File: src/rtl/stream_demux_1to4.sv
// Registered 1-to-4 stream distributor: steers each accepted input beat into one
// of four one-entry lane registers, chosen by an explicit select or a round-robin pointer.
module stream_demux_1to4 #(
  parameter int DataWidth = 8
) (
  input  logic                 clk,
  input  logic                 rst,
  input  logic                 mode,
  input  logic [1:0]           sel,
  input  logic                 s_valid,
  output logic                 s_ready,
  input  logic [DataWidth-1:0] s_data,
  input  logic                 s_last,
  output logic [3:0]           m_valid,
  input  logic [3:0]           m_ready,
  output logic [DataWidth-1:0] m_data_0,
  output logic [DataWidth-1:0] m_data_1,
  output logic [DataWidth-1:0] m_data_2,
  output logic [DataWidth-1:0] m_data_3,
  output logic [1:0]           rr_ptr
);

  logic [1:0]           target;
  logic                 accept;
  logic [3:0]           load;
  logic [DataWidth-1:0] lane_data [4];

  // Readiness looks only at the targeted lane, so a stalled lane never blocks the others.
  assign target  = mode ? rr_ptr : sel;
  assign s_ready = !m_valid[target] || m_ready[target];
  assign accept  = s_valid && s_ready;

  always_comb begin
    load = 4'b0000;
    if (accept) load[target] = 1'b1;
  end

  // NOTE: all state below uses non-blocking assignments so every lane samples
  // pre-edge values; the small lane registers are reset because the reset
  // contract makes their contents visible.
  always_ff @(posedge clk or posedge rst) begin
    if (rst) begin
      m_valid <= 4'b0000;
      rr_ptr  <= 2'd0;
      for (int i = 0; i < 4; i++) lane_data[i] <= '0;
    end else begin
      for (int i = 0; i < 4; i++) begin
        // A load on the same edge as a drain wins, sustaining one beat per cycle.
        if (load[i]) begin
          m_valid[i]   <= 1'b1;
          lane_data[i] <= s_data;
        end else if (m_ready[i]) begin
          m_valid[i] <= 1'b0;
        end
      end
      if (accept && mode) rr_ptr <= s_last ? 2'd0 : rr_ptr + 2'd1;
    end
  end

  assign m_data_0 = lane_data[0];
  assign m_data_1 = lane_data[1];
  assign m_data_2 = lane_data[2];
  assign m_data_3 = lane_data[3];

endmodule

File: config.mk
export PLATFORM = sky130hd
export DESIGN_NAME = stream_demux_1to4
export DESIGN_NICKNAME = d
export VERILOG_FILES = /design/src/rtl/stream_demux_1to4.sv
export SDC_FILE = /design/constraint.sdc
export NUM_CORES = 1
export LEC_CHECK = 0
export ABC_AREA = 1
export CORE_ASPECT_RATIO = 1.4
export CORE_UTILIZATION = 25
export DETAILED_ROUTE_END_ITERATION = 6
export GPL_ROUTABILITY_DRIVEN = 1
export GPL_TIMING_DRIVEN = 0
export HOLD_SLACK_MARGIN = 0.05
export PLACE_DENSITY = 0.46
export SLEW_MARGIN = 10
export SYNTH_ARGS = -nofsm -noshare
export SYNTH_HDL_FRONTEND = slang
export SYNTH_SLANG_ARGS = --single-unit
File: constraint.sdc
create_clock -name clk -period 1.5 [get_ports clk]
set_input_delay 0.3 -clock clk [delete_from_list [all_inputs] [get_ports clk]]
set_output_delay 0.3 -clock clk [all_outputs]
set_load 0.01 [all_outputs]
==> results.cfg <==
[placement]
placed_cell_area_um2 = 2470
gp_congestion = 0.755
dp.cells = 356
portBuffers = 55
dpl.hpwl_um = 3790

[global_route]
grt_usage = 0.165
grt_pass1_vias = 1669
grt_max_degree = 29
antenna_found_initial = 0
grt_overflow = 0
grt_pass1_wl_um = 9090

[synth]
syn_area_um2 = 1780
synth_edf_count = 0
yosysSeqAreaShare = 0.533
synthCells = 205
yosysTopAreaCellShare = 0.533
synth_most_common_cell = nand2_1
async_reset_ff_frac = 1.00
synth_nets = 224
synth_seq_cells = 38
synth.area.top_cells = dfrtp_1 53%, nand2_1 18%, nand4_1 12%
yosysWarnings = 0
yosysTopAreaCell = dfrtp_1
syn_avg_cell_area_um2 = 8.70
yosysUniqueCellTypes = 15
synth_ff_type = dfrtp_1
synth_common_cells = 86 x nand2_1, 38 x dfrtp_1, 34 x nand4_1

[clock_network]
clockRootBuffer = clkbuf_8
clk_path_buf_depth = 2
holdBufCountCts = 0
tritoncts = yes
clk_pin_slew_ns = 0.07
clk_latency_ns = 0.29
htreeDepth = 2
cts.sink_count = 38
cts-buffers-inserted = 5

[sta]
tns_ns = -4.25
max_clock_freq_mhz = 558
fin_ws_ns = -0.294
worst_slew_margin_rel = 0.662
setup_violations = 39
fin_crit_sh = 1.20
grt_setup_unrepaired = true
clock_skew_ns = 0.00740
timing.hold.ws_ns = 0.264
tightest_slew_ns = 0.507
slew_viol_final = 0
period_needed_ns = 1.79
hold_viol = 0

[final_layout]
fin_area_um2 = 2890
syn2layout_area_growth_pct = 62.0
layout-drive-gt1-share = 0.207
num_antenna_cells = 0
num-nets-final = 305
fin_cells = 380

[routing]
drtAntennaViolNets = 0
vias = 1713
avgRoutedWirePerCell_um = 14.8
finalWirelength_um = 5620
dr.pass1.iters = 4
avgViaCountPerCell = 4.51
route.detailed.drc = 0
drt_iter0_drc = 58

[pwr]
p_per_area_nw_per_um2 = 1570
p_total_mw = 4.54
p_leak_nw = 1.63
peakVddDrop_mv = 0.566

[run_status]
outcome = finished with violations
violations = setup timing

[setup_path]
timing.rr.end = m_data_0[7]$_DFFE_PP0P_
r2r_slack_ns = -0.17
worstSetupPathType = reg -> out
r2r_start = rr_ptr[0]$_DFFE_PP0P_
cp.required_ns = 1.20
cp.arrival_ns = 1.49
cp_max_fo = 6
critPathLaunchType = flop
reg2reg_depth = 12
endpoint_kind = primary output

[floorplan]
die_area_um2 = 7480
core_um2 = 6940
die_w_um = 73.4
io_pins = 58
start_util = 0.257
std_cell_rows = 36
dieHeight_um = 102

[hold_path]
hold_class = in -> async

[flow_run]
drv_cap = 0
cell families after synthesis:
group | after synthesis | synth area share
buf+inv | 19 | 0.0526
compound gates | 5 | 0.0140
flops | 38 | 0.533
simple gates | 143 | 0.400
flip-flops by register name, indices dropped and copies added (netlist names):
signal    count
m_data_0      8
m_data_1      8
m_data_2      8
m_data_3      8
m_valid       4
rr_ptr        2
worst max path at each step:
stage                     endpoint                   from  depth (start not counted)  slack [ns]
after global routing       s_ready  rr_ptr[0]$_DFFE_PP0P_                         10       -0.40
after floorplan            s_ready  rr_ptr[0]$_DFFE_PP0P_                          8        0.06
final                      s_ready  rr_ptr[0]$_DFFE_PP0P_                         10       -0.29
after global placement     s_ready                 sel[0]                         11       -0.96
after CTS                  s_ready  rr_ptr[0]$_DFFE_PP0P_                          9       -0.29
after detailed placement   s_ready                 sel[0]                         11       -0.95
critical path: stages, from the launching register on:
cell     delay [ns]
dfrtp_1        0.44
inv_2          0.09
nand2_2        0.06
nand2_4        0.09
nand2_1        0.05
nand2_1        0.05
nand2_1        0.05
nand2_1        0.08
nand2_2        0.07
buf_6          0.12
buf_6          0.11
layer usage:
metal | track usage | vias to the layer above | part of all wire
li1 | - | 859 | -
met1 | 0.216 | 801 | 0.45
met2 | 0.280 | 48 | 0.51
met3 | 0.0237 | 5 | 0.032
met4 | 0.0533 | 0 | 0.011
met5 | 0 | - | 0
layout by cell type (no fill, tap or decap), drive strengths merged:
cell type      count
a21oi              1
inv               10
buf               21
nand3             13
clkbuf             9
dfrtp             38
o21ai              4
bufbuf             1
dlymetal6s2s      21
nand4             34
dlygate4sd2       19
nand2             94
clkdlybuf4s50     14
nor2               6
area by class of cell:
type	count	area [um^2]
plain buffers	9	77.6
clock buffers	6	82.6
fillers	730	4050
inverters	10	40.0
multi-input cells	152	863
flip-flops and latches	38	951
well taps	95	119
repair buffers	70	754
through the flow:
stage                     setup WS (ns)  utilization
after CTS                        -0.294        0.407
after detailed placement         -0.945        0.356
after global placement           -0.963        0.354
final                            -0.294        0.416
after global routing             -0.400        0.416
after floorplan                  0.0580            -
power by group:
group	total, mW	internal, mW	switching (mW)
Combinational	2.12	1.07	1.04
Sequential	1.71	1.45	0.256
Clock	0.712	0.355	0.357
repair_timing:
item                                    in CTS  in global routing
buffers inserted                            12                  1
gates resized for setup                     49                 25
cloned                                       6                  0
endpoints found under the setup margin      56                 60
pin swaps                                    9                  3
No activity file was read; power rests on OpenSTA's default activity.
